[src/rtl/ctr_rmw_engine.sv]
// ctr_rmw_engine
//   Read-modify-write counter engine in front of a 2-read/1-write memory.
//   Increment requests read the counter on port 0, add the delta
//   SRAM_DELAY cycles later (saturating) and write back on port 2.
//   A short history of recent write-backs covers the read latency, so
//   back-to-back updates to one address never lose a count. After reset
//   the engine zero-fills the memory before raising ready. Port 1 serves
//   read-only queries straight from memory.
//
// Ports
//   clk, rst                      clock, synchronous active-high reset
//   ready                         init done, requests accepted
//   upd_vld/upd_adr/upd_delta     increment request
//   qry_vld/qry_adr               query request
//   qry_rvld/qry_dout             query response, SRAM_DELAY cycles later
//   sat_pulse                     write-back clipped at the counter maximum
//   mem_ready                     memory ready to accept init writes
//   mem_read_0/mem_rd_adr_0/mem_rd_dout_0      update read port
//   mem_read_1/mem_rd_adr_1/mem_rd_dout_1      query read port
//   mem_write_2/mem_wr_adr_2/mem_wr_din_2      write port
module ctr_rmw_engine #(
    parameter int NUMADDR    = 8,
    parameter int BITADDR    = 3,
    parameter int BITDATA    = 8,
    parameter int BITDELTA   = 4,
    parameter int SRAM_DELAY = 0
) (
    input  logic                clk,
    input  logic                rst,
    output logic                ready,
    input  logic                upd_vld,
    input  logic [BITADDR-1:0]  upd_adr,
    input  logic [BITDELTA-1:0] upd_delta,
    input  logic                qry_vld,
    input  logic [BITADDR-1:0]  qry_adr,
    output logic                qry_rvld,
    output logic [BITDATA-1:0]  qry_dout,
    output logic                sat_pulse,
    input  logic                mem_ready,
    output logic                mem_read_0,
    output logic [BITADDR-1:0]  mem_rd_adr_0,
    input  logic [BITDATA-1:0]  mem_rd_dout_0,
    output logic                mem_read_1,
    output logic [BITADDR-1:0]  mem_rd_adr_1,
    input  logic [BITDATA-1:0]  mem_rd_dout_1,
    output logic                mem_write_2,
    output logic [BITADDR-1:0]  mem_wr_adr_2,
    output logic [BITDATA-1:0]  mem_wr_din_2
);

    typedef enum logic [1:0] {RESET, INIT, RUN} state_t;

    state_t             state_q, state_d;
    logic [BITADDR-1:0] init_adr_q, init_adr_d;
    logic               init_wr;
    logic               init_last;

    logic               upd_acc, qry_acc;

    // write-back stage (the accept cycle when SRAM_DELAY is 0)
    logic                wb_vld;
    logic [BITADDR-1:0]  wb_adr;
    logic [BITDELTA-1:0] wb_delta;
    logic [BITDATA-1:0]  base;
    logic [BITDATA:0]    sum;
    logic                wb_sat;
    logic [BITDATA-1:0]  wb_data;

    // ---------------------------------------------------------------
    // Init / run control. The first zero-write happens in the same
    // cycle RESET sees mem_ready, so ready rises NUMADDR cycles later.
    // ---------------------------------------------------------------
    assign init_last = (init_adr_q == BITADDR'(NUMADDR - 1));

    always_comb begin
        state_d    = state_q;
        init_adr_d = init_adr_q;
        init_wr    = 1'b0;
        case (state_q)
            RESET: begin
                if (mem_ready) begin
                    init_wr    = 1'b1;
                    init_adr_d = init_adr_q + BITADDR'(1);
                    state_d    = init_last ? RUN : INIT;
                end
            end
            INIT: begin
                init_wr    = 1'b1;
                init_adr_d = init_adr_q + BITADDR'(1);
                if (init_last) state_d = RUN;
            end
            RUN:     state_d = RUN;
            default: state_d = RESET;
        endcase
    end

    always_ff @(posedge clk) begin
        if (rst) begin
            state_q    <= RESET;
            init_adr_q <= '0;
        end else begin
            state_q    <= state_d;
            init_adr_q <= init_adr_d;
        end
    end

    assign ready   = (state_q == RUN);
    assign upd_acc = ready & upd_vld & ~rst;
    assign qry_acc = ready & qry_vld & ~rst;

    // ---------------------------------------------------------------
    // Read ports
    // ---------------------------------------------------------------
    assign mem_read_0   = upd_acc;
    assign mem_rd_adr_0 = upd_adr;
    assign mem_read_1   = qry_acc;
    assign mem_rd_adr_1 = qry_adr;
    assign qry_dout     = mem_rd_dout_1;

    // ---------------------------------------------------------------
    // Saturating add; delta is zero-extended so the carry-out is the
    // overflow flag.
    // ---------------------------------------------------------------
    always_comb begin
        sum     = {1'b0, base} + {{(BITDATA + 1 - BITDELTA){1'b0}}, wb_delta};
        wb_sat  = sum[BITDATA];
        wb_data = wb_sat ? {BITDATA{1'b1}} : sum[BITDATA-1:0];
    end

    generate
        if (SRAM_DELAY == 0) begin : g_nodly
            // Read data is already current; no history needed.
            always_comb begin
                wb_vld   = upd_acc;
                wb_adr   = upd_adr;
                wb_delta = upd_delta;
                base     = mem_rd_dout_0;
            end
            assign qry_rvld = qry_acc;
        end else begin : g_pipe
            // index 1 is one cycle after accept, SRAM_DELAY is the write stage
            logic [SRAM_DELAY:1] pv_q, pv_d;
            logic [BITADDR-1:0]  pa_q [1:SRAM_DELAY];
            logic [BITADDR-1:0]  pa_d [1:SRAM_DELAY];
            logic [BITDELTA-1:0] pd_q [1:SRAM_DELAY];
            logic [BITDELTA-1:0] pd_d [1:SRAM_DELAY];
            // write-back history, index 1 = written last cycle
            logic [SRAM_DELAY:1] hv_q, hv_d;
            logic [BITADDR-1:0]  ha_q [1:SRAM_DELAY];
            logic [BITADDR-1:0]  ha_d [1:SRAM_DELAY];
            logic [BITDATA-1:0]  hd_q [1:SRAM_DELAY];
            logic [BITDATA-1:0]  hd_d [1:SRAM_DELAY];
            logic [SRAM_DELAY:1] qv_q, qv_d;

            always_comb begin
                pv_d = pv_q;
                pa_d = pa_q;
                pd_d = pd_q;
                hv_d = hv_q;
                ha_d = ha_q;
                hd_d = hd_q;
                qv_d = qv_q;
                pv_d[1] = upd_acc;
                pa_d[1] = upd_adr;
                pd_d[1] = upd_delta;
                hv_d[1] = wb_vld;
                ha_d[1] = wb_adr;
                hd_d[1] = wb_data;
                qv_d[1] = qry_acc;
                for (int k = 2; k <= SRAM_DELAY; k++) begin
                    pv_d[k] = pv_q[k-1];
                    pa_d[k] = pa_q[k-1];
                    pd_d[k] = pd_q[k-1];
                    hv_d[k] = hv_q[k-1];
                    ha_d[k] = ha_q[k-1];
                    hd_d[k] = hd_q[k-1];
                    qv_d[k] = qv_q[k-1];
                end
            end

            // The history spans exactly the writes issued since this
            // request read memory; scan oldest to newest so the newest
            // matching write-back wins.
            always_comb begin
                wb_vld   = pv_q[SRAM_DELAY];
                wb_adr   = pa_q[SRAM_DELAY];
                wb_delta = pd_q[SRAM_DELAY];
                base     = mem_rd_dout_0;
                for (int k = SRAM_DELAY; k >= 1; k--) begin
                    if (hv_q[k] && (ha_q[k] == wb_adr)) base = hd_q[k];
                end
            end

            always_ff @(posedge clk) begin
                if (rst) begin
                    pv_q <= '0;
                    hv_q <= '0;
                    qv_q <= '0;
                end else begin
                    pv_q <= pv_d;
                    hv_q <= hv_d;
                    qv_q <= qv_d;
                end
            end

            always_ff @(posedge clk) begin
                pa_q <= pa_d;
                pd_q <= pd_d;
                ha_q <= ha_d;
                hd_q <= hd_d;
            end

            assign qry_rvld = qv_q[SRAM_DELAY];
        end
    endgenerate

    // ---------------------------------------------------------------
    // Write port: INIT and RUN never overlap, rst blocks everything.
    // ---------------------------------------------------------------
    logic run_wr;
    assign run_wr = ~rst & (state_q == RUN) & wb_vld;

    assign mem_write_2  = run_wr | (~rst & init_wr);
    assign mem_wr_adr_2 = run_wr ? wb_adr  : init_adr_q;
    assign mem_wr_din_2 = run_wr ? wb_data : '0;
    assign sat_pulse    = run_wr & wb_sat;

endmodule
[config.mk]
export PLATFORM = sky130hd
export DESIGN_NAME = ctr_rmw_engine
export DESIGN_NICKNAME = d
export VERILOG_FILES = /design/src/rtl/ctr_rmw_engine.sv
export SDC_FILE = /design/constraint.sdc
export NUM_CORES = 1
export LEC_CHECK = 0
export ABC_CLOCK_PERIOD_IN_PS = 3810
export CORE_MARGIN = 2
export CORE_UTILIZATION = 30
export CTS_CLUSTER_SIZE = 16
export DETAILED_ROUTE_END_ITERATION = 7
export HOLD_SLACK_MARGIN = 0.12
export PLACE_DENSITY = 0.79
export RECOVER_POWER = 50
export SETUP_SLACK_MARGIN = 0.1
export SLEW_MARGIN = 25
export SYNTH_ARGS = -nofsm -noshare
export SYNTH_HDL_FRONTEND = slang
export SYNTH_SLANG_ARGS = --single-unit
[constraint.sdc]
create_clock -name clk -period 3.81 [get_ports clk]
set_input_delay 1.143 -clock clk [delete_from_list [all_inputs] [get_ports clk]]
set_output_delay 1.143 -clock clk [all_outputs]
set_load 0.02 [all_outputs]
# ---- Word level (Yosys, flattened, before mapping)
# Index checks and enable logic that the tools add are counted.
dict set report totals {
  reg_bits 5
  output_inout_bits 31
  elab_cells 34
}
dict set report op_classes {
  n_addsub 2
  n_eq_ne 5
  n_mux 11
  bitwise 10
  n_reduce_logical 4
}
# cell n
set ops {}
lappend ops {{$mux W8} 2}
lappend ops {{$add A8 B4 Y9} 1}
lappend ops {{$and A1 B1 Y1} 8}
lappend ops {{$mux W2} 3}
lappend ops {{$mux W3} 2}
lappend ops {{$pmux W2 S3} 1}
lappend ops {{$pmux W3 S2} 1}
lappend ops {{$ne A2 B2 Y1 const B} 2}
lappend ops {{$reduce_and A2 Y1} 2}
lappend ops {{$add A3 B1 Y3 const B} 1}
lappend ops {{$eq A3 B3 Y1 const B} 1}
lappend ops {{$eq A2 B1 Y1 const B} 1}
lappend ops {{$eq A2 B2 Y1 const B} 1}
lappend ops {{$logic_not A2 Y1} 1}
lappend ops {{$pmux W1 S2} 1}
lappend ops {{$reduce_bool A2 Y1} 1}
lappend ops {{$mux W1} 1}
lappend ops {{$not A1 Y1} 1}
lappend ops {{$or A1 B1 Y1} 1}

# ---- Longest topological paths before layout
# Gate-level depths: netlist of the first run.
dict set report logic_depth {
  ltp_word 5
  mapped_depth 6
}

# ---- Worst setup path before layout of the first run
# Ideal clock, no wire load.
dict set report synth_path {
  path_kind {in2out}
  start {in upd_delta[0]}
  end {out mem_wr_din_2[6]}
  arrival_time_ns 2.768
  required_time_ns 2.667
  path_slack_ns -0.101
  path_stages 5
  n_path_buf 0
  cell_sequence {ha_1 -> fa_1 -> a211oi_1 -> nor2_2 -> a311oi_1}
}
dict set report synth_via {
  elab_chain_len 3
}
# item line
set synth_rtl {}
lappend synth_rtl {{start: declaration} 33} ;# input logic [BITDELTA-1:0] upd_delta,
lappend synth_rtl {{$add A8 B4 Y9} 125} ;# sum = {1'b0, base} + {{(BITDATA + 1 - BITDELTA){1'b0}}, wb_delta};
lappend synth_rtl {{$mux W8} 127} ;# wb_data = wb_sat ? {BITDATA{1'b1}} : sum[BITDATA-1:0];
lappend synth_rtl {{$mux W8} 225} ;# assign mem_wr_din_2 = run_wr ? wb_data : '0;
lappend synth_rtl {{end: declaration} 48} ;# output logic [BITDATA-1:0] mem_wr_din_2
# Every way passes these cells.

# ---- Worst setup path after layout of the first run
dict set report layout_path {
  start {in upd_delta[0]}
  end {out mem_wr_din_2[7]}
}
# Same word-level chain as after synthesis.

==> impl_metrics.ini, run 1 <==
[final_layout]
syn_to_final_growth_pct = 66.4
n_antenna_cell = 0
final_cells = 169
utilization = 0.541
drive_gt1_frac = 0.355
fin_nets = 184

[logic_synthesis]
yosys.area.top_type = ha_1
seq_area_frac_synth = 0.137
yosys_warnings = 0
synth.net_count = 140
synthAdderAreaFrac = 0.198
synth-xor-area-share = 0.0478
yosys.area_share.simple = 0.195
synth_compound_area_frac = 0.181
synthMuxAreaShare = 0.0410
syn_area_per_cell_um2 = 7.48
yosys_register_bits = 5
synthesis.area_um2 = 733
synth_top_family_by_area = buffers and inverters
synth_cell_type_count = 31
synth_top_area_share = 0.171
synthTopCellsByArea = ha_1 17%, buf_4 15%, dfxtp_1 14%, nand2_1 7.2%, a21oi_1 4.8%
synth_cells = 98

[hold_path]
min_path_type = flop to flop

[place]
dpl_worst_slack_ps = -851
gp_congestion = 0.762
io_buffers = 39
dpl.hpwl_um = 1660
dp.cells = 160

[die]
fp.coreArea_um2 = 2250
initial_utilization = 0.325
boundaryPins = 62
dieWidth_um = 53.4
dieHeight_um = 53.4
die_area_um2 = 2860
num_rows = 17

[clocking]
clk_pin_slew_ps = 40
hold_buffers = 0
cts_root_buf = clkbuf_4
cts_max_path_buffers = 2
clkSinkCount = 5
insertion_delay_ps = 250
htreeDepth = 1
cts_tree = done
numCtsBuffers = 3

[setup_path]
setup.worst_path.start_class = input port
end_kind = primary output
cp_max_fo = 4
worstPathArrival_ps = 2640
critical_path_class = input port to primary output
crit_required_ps = 2670

[routing]
drtIter0Drc = 8
vias = 823
firstDrtPassIters = 4
drt-wirelength-per-cell_um = 12.7
via_per_inst = 4.87
drt-total-wl_um = 2150
drc = 0
drtAntennaViolNets = 0

[pwr]
leakagePower_uw = 0.000631
peakVddDrop_v = 0.000193
power.total_uw = 301
power.density_nw_per_um2 = 247

[timing]
hold_ws_ps = 488
tightest_slew_ps = 372
relSlewSlack = 0.745
slew_viol_final = 0
fin_ws_ps = 28.7
min_period_ps = 3780
fmax_mhz = 264
skew_ps = 3.38
finalSetupViolations = 0
period_share = 0.992
hold_viol_final = 0
rsz0062_at_grt = yes

[global_routing]
grt-ovfl-total = 0
track_usage = 0.162
first_global_vias = 788
antenna_found_initial = 0
grt_start_max_net_pins = 8
grt_pass1_wl_um = 3300

[outcome]
status = complete, no violations

[run]
drv_cap = 0
per-layer routing:
layer	routed length, µm	vias to the layer above	track usage
met1	840	363	0.174
met5	0	-	0
li1	-	408	-
met4	78	0	0.0812
met2	1060	34	0.288
met3	174	18	0.0424
report_power, final:
part           switching [µW]  internal [µW]  leakage (µW)  total (µW)
clock network            22.9           39.7     0.0000150        62.6
registers                8.12           61.3     0.0000410        69.4
logic                    83.8           85.2      0.000575         169
total                     115            186      0.000631         301
layout by cell type (no fill, tap or decap), drive strengths merged:
cell type and count:
and3b 1, clkdlybuf4s50 13, a21o 1, nand2 14, xor2 1, nor2b 1
dlygate4sd3 2, buf 27, dlygate4sd2 7, nand3 2, a31oi 1, mux2i 3
o21bai 1, a311oi 1, dfxtp 5, nor2 6, fa 1, nor3 1
a21oi 7, ha 10, nor3b 1, dlymetal6s2s 1, clkbuf 9, nand3b 2
o21ai 5, or3 1, o22ai 2, a32oi 1, xnor2 3, and3 1
inv 8, a211oi 2
synthesized netlist by cell type:
cell and count:
buf_4 15, nand2_1 14, ha_1 10, inv_1 8
a21oi_1 7, dfxtp_1 5, nor2_1 5, o21ai_0 4
mux2i_1 3, xnor2_1 3, a211oi_1 2, nand3_1 2
nand3b_1 2, a21o_1 1, a311oi_1 1, a31oi_1 1
a32oi_1 1, and3_1 1, and3b_1 1, buf_2 1
fa_1 1, nor2_2 1, nor2b_1 1, nor3_1 1
nor3b_1 1, o21ai_1 1, o21bai_1 1, o22ai_1 1
o22ai_2 1, or3_1 1, xor2_1 1
cell type report:
| type | count | area (µm²) |
|---|---|---|
| multi-input combinational | 69 | 576 |
| inverter | 8 | 30.0 |
| sequential | 5 | 100 |
| clock buffer | 4 | 26.3 |
| timing repair buffer | 55 | 453 |
| tap | 28 | 35.0 |
| fill | 246 | 1030 |
worst paths after layout:
check / start / endpoint / slack (ps) / depth (start not counted)
hold reg to reg: state_q[1] / state_q[1] / 490 / 2
setup / recovery: upd_delta[0] / mem_wr_din_2[7] / 30 / 8
setup reg to reg: state_q[0] / init_adr_q[1] / 2340 / 5
hold / removal: state_q[1] / state_q[1] / 490 / 2
kinds of logic (layout without fill, tap and decap cells):
group	Yosys count	count (layout)
compound gates	21	21
xor+xnor	4	4
fa+ha+maj	11	11
buf+inv	24	67
flops	5	5
mux	3	3
simple gates	30	30
sequential cells by signal, summed over array words and instances, names as in the netlist:
signal      count
init_adr_q      3
state_q         2
through the flow:
| stage | area (µm²) | TNS, ps |
|---|---|---|
| after floorplan | 744 | 0 |
| after global placement | 1130 | -7120 |
| after detailed placement | 1130 | -7290 |
| after CTS | 1230 | 0 |
| after global routing | 1220 | 0 |
| final | 1220 | 0 |
timing repair:
item,CTS,global route
pin swaps,12,9
setup endpoints to repair,16,12
buffers inserted,3,2
resized for setup,77,14
critical path: stages:
cell	delay, ps
buf_6	100
ha_4	150
fa_2	370
a211oi_2	260
nor2_2	110
nand3b_1	180
nor3b_2	170
buf_4	160
Note: power is estimated with default switching activity, not from simulation.
==> inputs of run 2 (changes only) <==
CORE_UTILIZATION = 32   (was 30)
PLACE_DENSITY = 0.83   (was 0.79)
==> impl_metrics.ini, run 2 (synthesized netlist as in run 1, its figures left out) <==
[pwr]
power.density_nw_per_um2 = 252
pwr-share-clk = 0.213
swShare = 0.385
p_seq_frac = 0.229
combPwrFrac = 0.558
power.total_uw = 302
p_switching_uw = 116
leakagePower_uw = 0.000609
internal-power_uw = 186
peakVddDrop_v = 0.000202

[setup_path]
setup.worst_path.start_class = input port
end_kind = primary output
path_common_cell = buf_6
critical_path_class = input port to primary output
crit_slowest_cell = fa_2
worstPathArrival_ps = 2590
rr_worst_depth = 5
cp_cell_sequence = buf_6 -> ha_4 -> fa_2 -> a211oi_2 -> nor2_2 -> nand3b_1 -> nor3b_4 -> buf_6
cp_max_fo = 4
r2r_end = init_adr_q[2]
max_stage_delay_ps = 370
crit_required_ps = 2670
rrSetupSlack_ps = 2330
worst_r2r_startpoint = state_q[0]

[final_layout]
fin_area_um2 = 1200
final_common_cell = buf_4
syn_to_final_growth_pct = 63.8
final_cells = 168
largest_reg_flops = 3
fillers = 216
final_cell_mix = 17 x buf_4, 14 x nand2_1, 13 x clkdlybuf4s50_1
fin_nets = 183
n_antenna_cell = 0
top_regs = init_adr_q (3), state_q (2)
largest-register = init_adr_q
drive_gt1_frac = 0.314

[clocking]
hold_buffers = 0
htreeDepth = 1
clkSinkCount = 5
insertion_delay_ps = 250
numCtsBuffers = 3
cts_max_path_buffers = 2
cts_root_buf = clkbuf_4
cts_tree = done
clk_pin_slew_ps = 40

[routing]
drt-wirelength-per-cell_um = 12.8
wl_met1_um = 749
wl_met3_um = 204
drt-total-wl_um = 2150
firstDrtPassIters = 4
vias = 837
drc = 0
drtAntennaViolNets = 0
drtIter0Drc = 14
wl_met2_um = 1170
via_per_inst = 4.98
top_layer_used = met4

[timing]
hold_viol_final = 0
slew_viol_final = 0
period_share = 0.981
fmax_mhz = 268
skew_ps = 4.12
tightest_slew_ps = 389
setup_tns_ps = 0
min_period_ps = 3740
rsz0062_at_grt = yes
finalSetupViolations = 0
relSlewSlack = 0.733

[global_routing]
first_global_vias = 826
grt_pass1_wl_um = 3410
grt-ovfl-total = 0
track_usage = 0.171
antenna_found_initial = 0
grt_start_max_net_pins = 8

[die]
dieWidth_um = 51.9
fp.coreArea_um2 = 2190
die_area_um2 = 2690
dieHeight_um = 51.9
initial_utilization = 0.335
num_rows = 17
boundaryPins = 62

[run]
drv_cap = 0

[hold_path]
min_path_type = flop to flop
min_path_cells = 2
min_from = state_q[1]
holdPathEnd = state_q[1]

[place]
gp_congestion = 0.732
dpl-instance-area_um2 = 1130
io_buffers = 39
dp.cells = 160
dpl.hpwl_um = 1690

[outcome]
status = complete, no violations
## run 2: worst max path at each step
| stage | cells past startpoint | start | endpoint |
|---|---|---|---|
| final | 8 | upd_delta[0] | mem_wr_din_2[7] |
| after global placement | 7 | upd_delta[0] | mem_wr_din_2[6] |
| after global routing | 8 | upd_delta[0] | mem_wr_din_2[7] |
| after CTS | 8 | mem_rd_dout_0[0] | mem_wr_din_2[7] |
| after detailed placement | 8 | upd_delta[0] | mem_wr_din_2[3] |
| after floorplan | 5 | upd_delta[0] | mem_wr_din_2[6] |
## run 2: cell type report
| cell class | instances | area (µm²) | share of cell area |
|---|---|---|---|
| Timing Repair Buffer | 54 | 444 | 0.370 |
| Sequential cell | 5 | 100 | 0.0833 |
| Clock buffer | 4 | 26.3 | 0.0219 |
| Tap cell | 28 | 35.0 | 0.0292 |
| Multi-Input combinational cell | 69 | 566 | 0.471 |
| Inverter | 8 | 30.0 | 0.0250 |
## run 2: stage by stage
| stage | setup slack (ps) | util | hold slack (ps) |
|---|---|---|---|
| after floorplan | 106 | - | 459 |
| after global placement | -823 | 0.518 | 479 |
| after detailed placement | -817 | 0.518 | 493 |
| after CTS | 82.7 | 0.556 | 499 |
| after global routing | 12.1 | 0.548 | 530 |
| final | 74.1 | 0.548 | 492 |
## run 2: power by group through the flow
| stage | logic, µW | clock network [µW] | registers, µW |
|---|---|---|---|
| 2_1_floorplan | 111 | 0 | 68.4 |
| 3_5_place_dp | 164 | 0 | 70.3 |
| 5_1_grt | 189 | 69.7 | 70.6 |
| 4_1_cts | 167 | 68.4 | 69.3 |
| 3_3_place_gp | 158 | 0 | 69.3 |
| 6_report | 169 | 64.5 | 69.2 |
## run 2: layer usage
metal	GRT usage	vias up
met3	0.0374	3
met1	0.168	383
met5	0	-
met2	0.327	47
li1	-	404
met4	0.0921	0
## run 2: critical path: cells and delay by family
family	cells	cell delay, ps
adder cells (fa/ha/maj)	2	520
AND/OR/NAND/NOR	3	440
buffers and inverters	2	240
AO/OA/AOI/OAI	1	250
## run 2: what timing repair did
action | CTS | global route
setup endpoints to repair | 16 | 11
setup buffers | 2 | 2
pin swaps | 7 | 9
resized for setup | 66 | 14
